## config.mk

```make
export PLATFORM = sky130hd
export DESIGN_NAME = stack_op_sequencer
export DESIGN_NICKNAME = d
export VERILOG_FILES = /design/src/rtl/stack_op_sequencer.sv
export SDC_FILE = /design/constraint.sdc
export NUM_CORES = 1
export LEC_CHECK = 0
export CELL_PAD_IN_SITES_DETAIL_PLACEMENT = 1
export CELL_PAD_IN_SITES_GLOBAL_PLACEMENT = 2
export CORE_AREA = 2 2 104 106
export DETAILED_ROUTE_END_ITERATION = 16
export DIE_AREA = 0 0 106 108
export PLACE_DENSITY_LB_ADDON = 0.1
export SLEW_MARGIN = 5
export SYNTH_ARGS = -nofsm -noshare
export SYNTH_HDL_FRONTEND = slang
export SYNTH_SLANG_ARGS = --single-unit
```

## constraint.sdc

```tcl
create_clock -name clock -period 2.8 [get_ports clock]
set_input_delay 0.28 -clock clock [delete_from_list [all_inputs] [get_ports clock]]
set_output_delay 0.28 -clock clock [all_outputs]
set_load 0.05 [all_outputs]
```

## src/rtl/stack_op_sequencer.sv

```systemverilog
// stack_op_sequencer: decodes stack opcodes into push/pop strobes, mirrors depth and traps faults
module stack_op_sequencer #(
  parameter int DEPTH = 16,
  parameter int WIDTH = 8
) (
  input  logic             clock,
  input  logic             reset_n,
  input  logic             instr_valid,
  output logic             instr_ready,
  input  logic [3:0]       instr_op,
  input  logic [WIDTH-1:0] instr_imm,
  input  logic [WIDTH-1:0] stk_data_a,
  input  logic [WIDTH-1:0] stk_data_b,
  output logic [WIDTH-1:0] stk_wr_data,
  output logic             stk_wr_en,
  output logic             stk_re_en_a,
  output logic             stk_re_en_b,
  output logic             out_valid,
  input  logic             out_ready,
  output logic [WIDTH-1:0] out_data,
  output logic [4:0]       depth,
  output logic             error,
  output logic [1:0]       err_code,
  input  logic             clear_err
);
  typedef enum logic [1:0] {IDLE, SWAP2, OUT_WAIT, ERROR} state_t;
  state_t           r_state, w_next;
  logic [WIDTH-1:0] r_swap_a, r_out_data, w_alu_res;
  logic [4:0]       r_depth;
  logic [1:0]       r_err_code;
  logic             r_error, r_out_valid;
  logic             w_accept, w_push, w_pop, w_dup, w_swap, w_alu, w_out;
  logic             w_illegal, w_under, w_over, w_fault, w_go, w_inc, w_dec;

  assign instr_ready = reset_n & (r_state == IDLE);
  assign w_accept    = instr_valid & instr_ready;
  assign w_push      = instr_op == 4'h1;
  assign w_pop       = instr_op == 4'h2;
  assign w_dup       = instr_op == 4'h3;
  assign w_swap      = instr_op == 4'h4;
  assign w_alu       = instr_op >= 4'h5 && instr_op <= 4'h9;
  assign w_out       = instr_op == 4'hA;
  assign w_illegal   = instr_op > 4'hA;
  assign w_under     = ((w_swap | w_alu) & (r_depth < 5'd2)) | ((w_pop | w_dup | w_out) & (r_depth == 5'd0));
  assign w_over      = (w_push | w_dup) & (r_depth == 5'(DEPTH));
  assign w_fault     = w_illegal | w_under | w_over;
  assign w_go        = w_accept & ~w_fault;
  assign w_inc       = (w_go & (w_push | w_dup)) | (r_state == SWAP2);
  assign w_dec       = w_go & (w_pop | w_swap | w_alu | w_out);
  assign depth       = r_depth;
  assign error       = r_error;
  assign err_code    = r_err_code;
  assign out_valid   = r_out_valid;
  assign out_data    = r_out_data;

  // ALU result with a below top and b on top; wraps mod 2^WIDTH
  always_comb
    w_alu_res = instr_op == 4'h5 ? stk_data_a + stk_data_b :
                instr_op == 4'h6 ? stk_data_a - stk_data_b :
                instr_op == 4'h7 ? stk_data_a & stk_data_b :
                instr_op == 4'h8 ? stk_data_a | stk_data_b : stk_data_a ^ stk_data_b;

  // state register
  always_ff @(posedge clock or negedge reset_n)
    if (!reset_n) r_state <= IDLE;
    else          r_state <= w_next;

  // next-state decode
  always_comb
    case (r_state)
      IDLE:     w_next = !w_accept ? IDLE : w_fault ? ERROR : w_swap ? SWAP2 : w_out ? OUT_WAIT : IDLE;
      SWAP2:    w_next = IDLE;
      OUT_WAIT: w_next = out_ready ? IDLE : OUT_WAIT;
      default:  w_next = clear_err ? IDLE : ERROR;
    endcase

  // stack strobes, combinational in the accept cycle and in the second SWAP cycle
  always_comb begin
    stk_wr_en   = (w_go & (w_push | w_dup | w_swap | w_alu)) | (r_state == SWAP2);
    stk_re_en_b = w_dec;
    stk_re_en_a = w_go & (w_swap | w_alu);
    stk_wr_data = r_state == SWAP2 ? r_swap_a : !w_go ? '0 : w_push ? instr_imm :
                  (w_dup | w_swap) ? stk_data_b : w_alu ? w_alu_res : '0;
  end

  // depth mirror, swap latch, OUT holding register and sticky fault flags
  always_ff @(posedge clock or negedge reset_n)
    if (!reset_n) begin
      r_depth     <= '0;
      r_swap_a    <= '0;
      r_out_data  <= '0;
      r_out_valid <= 1'b0;
      r_error     <= 1'b0;
      r_err_code  <= 2'd0;
    end else begin
      r_depth <= w_inc ? r_depth + 5'd1 : w_dec ? r_depth - 5'd1 : r_depth;
      if (w_go & w_swap) r_swap_a <= stk_data_a;
      if (w_go & w_out) begin
        r_out_data  <= stk_data_b;
        r_out_valid <= 1'b1;
      end else if (r_state == OUT_WAIT && out_ready) r_out_valid <= 1'b0;
      if (w_accept & w_fault) begin
        r_error    <= 1'b1;
        r_err_code <= w_illegal ? 2'd3 : w_under ? 2'd1 : 2'd2;
      end else if (r_state == ERROR && clear_err) begin
        r_error    <= 1'b0;
        r_err_code <= 2'd0;
      end
    end
endmodule

```

==> metrics.md, run 1 <==
| Metric | Value |
|---|---|
| Core area | `0.0102 mm²` |
| Tcrit/Tclk final | `0.976` |
| Root Buffer | `clkbuf_8` |
| HP Class | `input pin to register` |
| CTS tree | `done` |
| Top cells by count, synth | `nand2_1, a21oi_1, inv_1, nor2_1, dfrtp_1` |
| PortBufs | `61` |
| Area growth from synthesis to layout | `70.6%` |
| Slowest-stage cell, CP | `fa_2` |
| Initial antenna violation count | `0` |
| Crit end category | `output port` |
| Synth area leader | `dfrtp_1` |
| Vias | `about 3400` |
| Gpl congestion | `0.885` |
| Starting Density | `0.286` |
| Hold depth | `4` |
| Largest delay share family, worst path | `compound AO/OA/AOI/OAI gates` |
| Worst IR Drop VDD | `0.351 mV` |
| Diodes inserted | `0` |
| Final-stage net count | `600` |
| Clock Sinks | `27` |
| Clk_lat worst skew | `0.28 ns` |
| Number of remaining DRC errors | `0` |
| Slew HR | `0.663` |
| FP Rows | `37` |
| CP peak stage delay | `0.35 ns` |
| Max Cap Viol | `0` |
| Syn_area_per_cell | `7.58 µm²` |
| Layout cell share with drive strength beyond 1 | `0.367` |
| Die Ht | `108 µm` |
| CP Max Fanout | `2` |
| Top-count cell post-synth | `nand2_1` |
| Crit path depth | `13` |
| Top-area cell type share of the netlist area | `0.231` |
| Finish-stage setup viols | `0` |
| Htree depth | `1` |
| I/O pins | `62` |
| Count of different cell masters after synthesis | `62` |
| Worst EP arrival | `roughly 2.5 ns` |
| RSZ-0062 raised after global routing | `true` |
| Dpl hpwl | `9.96 mm` |
| Power per cell area | `505 mW/mm²` |
| Clk slew on worst S/H paths | `0.11 ns` |
| First-pass GRT wire length | `19.6 mm` |
| Final Power | `2.52 mW` |
| CP Buf/Inv Count | `5` |
| CP cell instances | `dlygate4sd2_1 -> inv_1 -> ha_2 -> inv_1 -> fa_2 -> a21o_1 -> a21oi_1 -> buf_4 -> xnor2_1 -> o21ai_0 -> o22ai_1 -> a22o_1 -> buf_12` |
| Post-synth EDFFs | `0` |
| Worst path most repeated cell | `inv_1` |
| Die area | `between 0.01 and 0.015 mm²` |
| Status | `completed` |
| Total congestion overflow | `0` |
| Ranking of synthesized cells by area | `dfrtp_1, ha_1, a21oi_1` |
| Register area share after synthesis | `0.231` |
| Cell depth of the worst flop-to-flop path | `10` |
| Final Critical Period | `approximately 2.7 ns` |
| Clock Skew | `roughly 0.0036 ns` |
| Static leakage | `about 2.2 nW` |
| CP Launch Type | `input pin` |
| Syn Nets | `446` |
| Actual slew at the worst max-slew pin | `approximately 0.50 ns` |
| Vias/cell | `5.10` |
| #FFs+latches synth | `27` |
| F_max | `366 MHz` |
| Asr flop ratio synth | `1.00` |
| Initial DRT Pass Iterations | `4` |
| Slew Limit Fails | `0` |
| Largest net degree at the start of global routing | `28` |
| 1st-iter DRT viols | `152` |
| Clock tree buffer depth | `2` |
| Die width | `106 µm` |
| TritonCTS buffer count | `3` |
| Vias in the first global route | `3692` |
| Post-Route Utilization | `0.488` |
| Cts hold-fix bufs | `0` |
| Dominant synthesized flop cell | `dfrtp_1` |
| Ys Warns | `0` |
| Total global-route track usage | `0.217` |
| Worst path required time | `2.52 ns` |
| WL/cell | `roughly 18 µm` |
| Cell Area, Synth | `0.00292 mm²` |
| ANT nets after route | `0` |
| Kind of critical path | `input pin to output port` |
| Final hold violations | `0` |
| WL final | `12.0 mm` |
| Syn Inst Count | `386` |
[worst paths after layout]
check                              start        endpoint  slack, ns
setup / recovery           stk_data_a[0]  stk_wr_data[4]       0.07
hold / removal             stk_data_b[1]     out_data[1]       0.41
setup reg to reg                depth[4]        depth[4]       0.26
hold reg to reg              out_data[6]     out_data[6]       0.50
max in group asynchronous        reset_n        depth[0]       2.00
min in group asynchronous        reset_n     out_data[3]       0.48
[final cells by class]
class / count / area, µm²
Fill cell: 1214 / 5240
Multi-Input combinational cell: 309 / 2420
Tap cell: 136 / 170
Inverter: 29 / 109
Timing Repair Buffer: 170 / 1570
Sequential cell: 27 / 677
Clock inverter: 1 / 5.00
Clock buffer: 3 / 41.3
[sequential cells by signal, indices dropped and copies added, names as in the netlist]
name and cells:
r_swap_a 8, error 1, out_valid 1, out_data 8
err_code 2, depth 5, r_state 2
[cell usage in the layout (no fill, tap or decap), drive strengths merged, types with 9 or more instances in the layout]
master and n:
buf 121, nand2 46, o21ai 40, a21oi 37, clkdlybuf4s50 36, nor2 29
inv 29, dfrtp 27, ha 25, xnor2 11, nand3 10, o221ai 10
dlygate4sd2 9, nor3 9
[worst reg2reg max path, cell delays in order (launching register included)]
cell and delay [ns]:
dfrtp_1 0.44, nor4_2 0.45, a41oi_2 0.21, a21oi_2 0.26, xor2_1 0.17, ha_1 0.18, nor2_1 0.06, a211oi_1 0.20
o221ai_1 0.15, a31oi_1 0.21, xnor2_1 0.14
[routing by layer]
metal,vias to the layer above,track usage,share of wire
li1,1696,-,-
met2,41,0.403,0.52
met5,-,0,0
met1,1699,0.282,0.46
met3,5,0.0102,0.017
met4,0,0.0376,0.0070
[what timing repair did]
| item | CTS | global route |
|---|---|---|
| pin swaps | 10 | 6 |
| endpoints found under the setup margin | 8 | 10 |
| buffers inserted | 3 | 3 |
| gates resized for setup | 59 | 30 |
[cell families (layout without fill, tap and decap cells)]
kind of cell,count (synthesis),after routing,share of synthesized area
adder cells (fa/ha/maj),27,27,0.121
buffers and inverters,50,203,0.0702
multiplexers,4,4,0.0145
XOR/XNOR,16,16,0.0479
AO/OA/AOI/OAI,143,143,0.319
flip-flops,27,27,0.231
AND/OR/NAND/NOR,119,119,0.197
[stage by stage]
stage	area [µm²]	hold WS (ns)	setup TNS [ns]	instances	worst slack, ns
final	4990	0.410	0	675	0.0670
after global routing	4990	0.439	-0.0679	675	-0.0338
after CTS	4850	0.426	-0.0171	672	-0.0171
after detailed placement	4580	0.476	-1.42	665	-0.401
after global placement	4580	0.461	-1.37	665	-0.377
after floorplan	3000	-0.0156	0	386	0.00207
[power by group]
part | internal, mW | switching, mW
clock | 0.100 | 0.149
sequential | 0.509 | 0.111
combinational | 0.702 | 0.948
No activity file was read; power rests on OpenSTA's default activity.
==> inputs of run 2 (changes only) <==
- CAP_MARGIN: default -> 25
- CORE_AREA: 2 2 104 106 -> 2 2 95 97
- DIE_AREA: 0 0 106 108 -> 0 0 97 99
- DONT_BUFFER_PORTS: default -> 1
==> metrics.md, run 2 (synthesis gave the netlist of run 1 again) <==
| Metric | Value |
|---|---|
| Status | `completed` |
| Crit end category | `output port` |
| Commonest non-fill, non-tap cell in the layout | `nand2_1` |
| Worst path required time | `2.52 ns` |
| HP Class | `input pin to register` |
| WL/cell | `22.5 µm` |
| Final Critical Period | `2.67 ns` |
| Placed Cells | `between 500 and 600` |
| Number of remaining DRC errors | `0` |
| Setup TNS | `0 ns` |
| Tcrit/Tclk final | `0.952` |
| Initial antenna violation count | `0` |
| Clock tree buffer depth | `2` |
| First-pass GRT wire length | `18.1 mm` |
| Vias/cell | `5.89` |
| Non-Filler Instances | `512` |
| Root Buffer | `clkbuf_8` |
| Die area | `around 0.0096 mm²` |
| Clk slew on worst S/H paths | `0.11 ns` |
| WL final | `11.5 mm` |
| Starting Density | `0.342` |
| Slew HR | `0.573` |
| Worst IR Drop VDD | `0.301 mV` |
| Power per cell area | `607 mW/mm²` |
| Setup repair bufs after CTS | `0` |
| CP Launch Type | `input pin` |
| Dpl hpwl | `8.87 mm` |
| Diodes inserted | `0` |
| Die width | `97 µm` |
| Slew Limit Fails | `0` |
| Area growth from synthesis to layout | `18.5%` |
| Final hold violations | `0` |
| CP peak stage delay | `0.53 ns` |
| Core area | `0.00855 mm²` |
| Total global-route track usage | `0.240` |
| Layout cell share with drive strength beyond 1 | `0.161` |
| Gpl congestion | `0.882` |
| Largest net degree at the start of global routing | `30` |
| ANT nets after route | `0` |
| 1st-iter DRT viols | `162` |
| Most frequent cells in the layout | `nand2_1, a21oi_1, inv_1, nor2_1, dfrtp_1` |
| Actual slew at the worst max-slew pin | `0.641 ns` |
| F_max | `~370 MHz` |
| Clock Sinks | `27` |
| Kind of critical path | `input pin to output port` |
| Total congestion overflow | `0` |
| Slowest-stage cell, CP | `a2111oi_2` |
| Initial DRT Pass Iterations | `4` |
| TritonCTS buffer count | `3` |
| I/O pins | `62` |
| Die Ht | `99 µm` |
| Max Cap Viol | `0` |
| RSZ-0062 raised after global routing | `false` |
| Vias | `3014` |
| Clock Skew | `0.00786 ns` |
| Worst EP arrival | `2.39 ns` |
| Fin Hold WS | `0.102 ns` |
| Finish-stage setup viols | `0` |
| Clk_lat worst skew | `0.29 ns` |
| Vias in the first global route | `between 3000 and 4000` |
| Htree depth | `1` |
| FP Rows | `34` |
| Static leakage | `1.50 nW` |
| PortBufs | `0` |
| Final-stage net count | `465` |
| CTS tree | `done` |
| CP cell instances | `inv_1 -> ha_1 -> and3_1 -> a2111oi_2 -> a21oi_1 -> xnor2_1 -> o221a_2 -> o21ai_2 -> buf_12` |
| CP Max Fanout | `5` |
-- run 2: cell types whose count changed in the layout (fill, tap and decap cells not counted), sizes merged --
cell | previous run | this run
buf | 121 | 34
clkdlybuf4s50 | 36 | 0
dlygate4sd2 | 9 | 0
dlymetal6s2s | 3 | 0
clkbuf | 4 | 3
dlygate4sd3 | 0 | 1
-- run 2: where the power goes --
part           internal [mW]  switching, mW
clock network          0.100          0.148
logic                  0.407          0.651
registers              0.504          0.292
-- run 2: what timing repair did --
item,CTS,global route
endpoints found under the setup margin,0,3
resized for setup,0,4
hold buffers,2,0
endpoints found under the hold margin,27,0
-- run 2: final timing paths --
kind | slack (ns) | from | to | depth (start not counted)
setup reg to reg | 0.24 | depth[2] | depth[4] | 10
setup / recovery | 0.13 | stk_data_a[4] | stk_wr_data[7] | 9
hold / removal | 0.10 | clear_err | r_state[0] | 1
max in group asynchronous | 2.20 | reset_n | r_swap_a[1] | 2
min in group asynchronous | 0.43 | reset_n | error | 2
hold reg to reg | 0.51 | r_swap_a[2] | r_swap_a[2] | 2
-- run 2: per-stage QoR --
| step | util | worst slack (ns) | power, mW | area, µm² |
|---|---|---|---|---|
| 2_1_floorplan | - | 0.00207 | 1.55 | 3000 |
| 3_5_place_dp | 0.394 | 0.0607 | 1.85 | 3370 |
| 5_1_grt | 0.405 | 0.00220 | 2.25 | 3460 |
| 6_report | 0.405 | 0.133 | 2.10 | 3460 |
| 3_3_place_gp | 0.394 | 0.134 | 1.83 | 3370 |
| 4_1_cts | 0.403 | 0.0485 | 2.12 | 3450 |
-- run 2: cell type report --
class | count | area, µm²
Tap cell | 108 | 135
Timing Repair Buffer | 35 | 365
Inverter | 29 | 109
Clock buffer | 3 | 41.3
Fill cell | 1044 | 5090
Sequential cell | 27 | 676
Clock inverter | 1 | 5.00
Multi-Input combinational cell | 309 | 2130
-- run 2: layer usage --
metal	vias to the layer above	wire length, µm	track usage
met5	-	0	0
met4	0	160	0.0509
met3	9	547	0.0248
met2	71	5630	0.417
met1	1502	5170	0.325
li1	1432	-	-
-- run 2: worst max-delay path, delay by kind of cell --
family	cells	cell delay, ns
adders and majority gates	1	0.37
xor gates and xnor gates	1	0.16
and+or+nand+nor	1	0.22
AOI/OAI and AO/OA	4	1.15
buffers and inverters	2	0.20
==> inputs of run 3 (changes only) <==
- CORE_AREA: 2 2 95 97 -> 2 2 98 100
- DIE_AREA: 0 0 97 99 -> 0 0 100 102
- clock period: 2.8 -> 2.2 ns (I/O delays scaled with it)
==> metrics.md, run 3 (synthesis gave the netlist of run 1 again) <==
| Metric | Value |
|---|---|
| Clk slew on worst S/H paths | `0.11 ns` |
| Die area | `0.0102 mm²` |
| Diodes inserted | `0` |
| Hold_sp | `clear_err` |
| Fill cells | `1094` |
| Register Area | `682 µm²` |
| CP Launch Type | `register` |
| Starting Density | `0.321` |
| Final hold violations | `0` |
| F_max | `approximately 420 MHz` |
| Initial antenna violation count | `0` |
| Vias in the first global route | `3406` |
| Slew Limit Fails | `0` |
| Clock Sinks | `27` |
| Failing checks | `setup timing` |
| Dpl hpwl | `around 9.2 mm` |
| Actual slew at the worst max-slew pin | `slightly below 0.7 ns` |
| Kind of critical path | `register to output port` |
| Clock tree buffer depth | `2` |
| Area of placed instances | `0.00389 mm²` |
| Total congestion overflow | `0` |
| CP Max Fanout | `3` |
| WL final | `11.8 mm` |
| ANT nets after route | `0` |
| Multi-input logic area | `0.00250 mm²` |
| Root Buffer | `clkbuf_8` |
| Vias/cell | `5.69` |
| Worst IR Drop VDD | `roughly 0.33 mV` |
| Placed Cells | `556` |
| Area growth from synthesis to layout | `49.9%` |
| Tcrit/Tclk final | `1.09` |
| Crit end category | `output port` |
| Worst path required time | `just under 2 ns` |
| Clk_lat worst skew | `0.28 ns` |
| Power per cell area | `738 mW/mm²` |
| Crit Reg-Reg Startpoint | `depth[0]` |
| First-pass GRT wire length | `18.5 mm` |
| Largest net degree at the start of global routing | `30` |
| Max Cap Viol | `0` |
| Initial DRT Pass Iterations | `5` |
| Final Power | `3.24 mW` |
| Fin Hold WS | `about 0.043 ns` |
| CTS tree | `done` |
| Fin area | `0.00438 mm²` |
| Finish-stage setup viols | `13` |
| Worst Setup SP | `depth[4]` |
| Commonest non-fill, non-tap cell in the layout | `buf_4` |
| WL/cell | `20.4 µm` |
| FP Rows | `35` |
| Die Ht | `102 µm` |
| Non-Filler Instances | `578` |
| Fin worst setup slack | `-0.200 ns` |
| 1st-iter DRT viols | `about 110` |
| Worst EP arrival | `2.18 ns` |
| Final Critical Period | `2.40 ns` |
| Status | `complete, but fails checks` |
| Most frequent cells in the layout | `buf_4, nand2_1, a21oi_1, nor2_1, inv_1` |
| Final-stage net count | `528` |
| Post-Route Utilization | `0.481` |
| Die width | `roughly 100 µm` |
| Layout cell share with drive strength beyond 1 | `0.379` |
| I/O pins | `a little over 60` |
| Slew HR | `0.533` |
| Total global-route track usage | `0.231` |
| PortBufs | `0` |
| Number of remaining DRC errors | `0` |
| Vias | `3290` |
| HP Class | `input pin to register` |
| Core area | `0.00911 mm²` |
| TritonCTS buffer count | `3` |
| Static leakage | `1.85 nW` |
| Htree depth | `1` |
| RSZ-0062 raised after global routing | `true` |
| Gpl congestion | `0.860` |
| Clock Skew | `0.00692 ns` |
run 3: changes by cell type in the layout (fill, tap and decap cells not counted), sizes merged:
cell	change
buf	+63
clkinvlp	+2
clkinv	-1
inv	-1
run 3: metrics by stage:
step,TNS [ns],setup slack [ns]
3_3_place_gp,-0.569,-0.139
3_5_place_dp,-1.02,-0.208
5_1_grt,-2.13,-0.241
6_report,-1.25,-0.200
2_1_floorplan,-2.33,-0.422
4_1_cts,-1.47,-0.195
run 3: critical path, stage by stage (launching register included):
cell and delay (ns):
dfrtp_2 0.44, buf_8 0.16, and3_4 0.17, nor2b_4 0.14
nor3_4 0.23, buf_6 0.16, nand2_8 0.06, o31ai_4 0.35
buf_12 0.18
run 3: cell type report:
cell class | instances | area share
Clock buffer | 3 | 0.00942
Clock inverter | 1 | 0.00171
Inverter | 29 | 0.0257
Multi-Input combinational cell | 309 | 0.571
Sequential cell | 27 | 0.156
Tap cell | 111 | 0.0317
Timing Repair Buffer | 98 | 0.205
run 3: routing by layer:
metal  vias to the layer above  part of all wire  global-route usage  routed length [µm]
li1                       1564                 -                   -                   -
met1                      1650              0.44               0.303                5220
met2                        61              0.51               0.408                5970
met3                        15             0.033              0.0178                 384
met4                         0             0.019              0.0706                 223
met5                         -                 0                   0                   0
run 3: what timing repair did:
action                     4_1_cts  5_1_grt
hold buffers                     2        0
pin swaps                       15        9
gates resized for setup         39       20
hold endpoints to repair        27        0
setup buffers                   11        5
setup endpoints to repair       14       16
run 3: final timing paths:
check                      slack (ns)  cells after the start             end
min in group asynchronous        0.38                      2       out_valid
setup reg to reg                -0.10                     10        depth[4]
setup / recovery                -0.20                      8  stk_wr_data[3]
hold reg to reg                  0.50                      2     r_swap_a[1]
max in group asynchronous        1.64                      2        depth[2]
hold / removal                   0.04                      1      r_state[0]
run 3: report_power, final:
part / switching [mW] / total (mW) / internal [mW]
clock network: 0.182 / 0.311 / 0.129
logic: 1.03 / 1.90 / 0.874
registers: 0.374 / 1.03 / 0.651
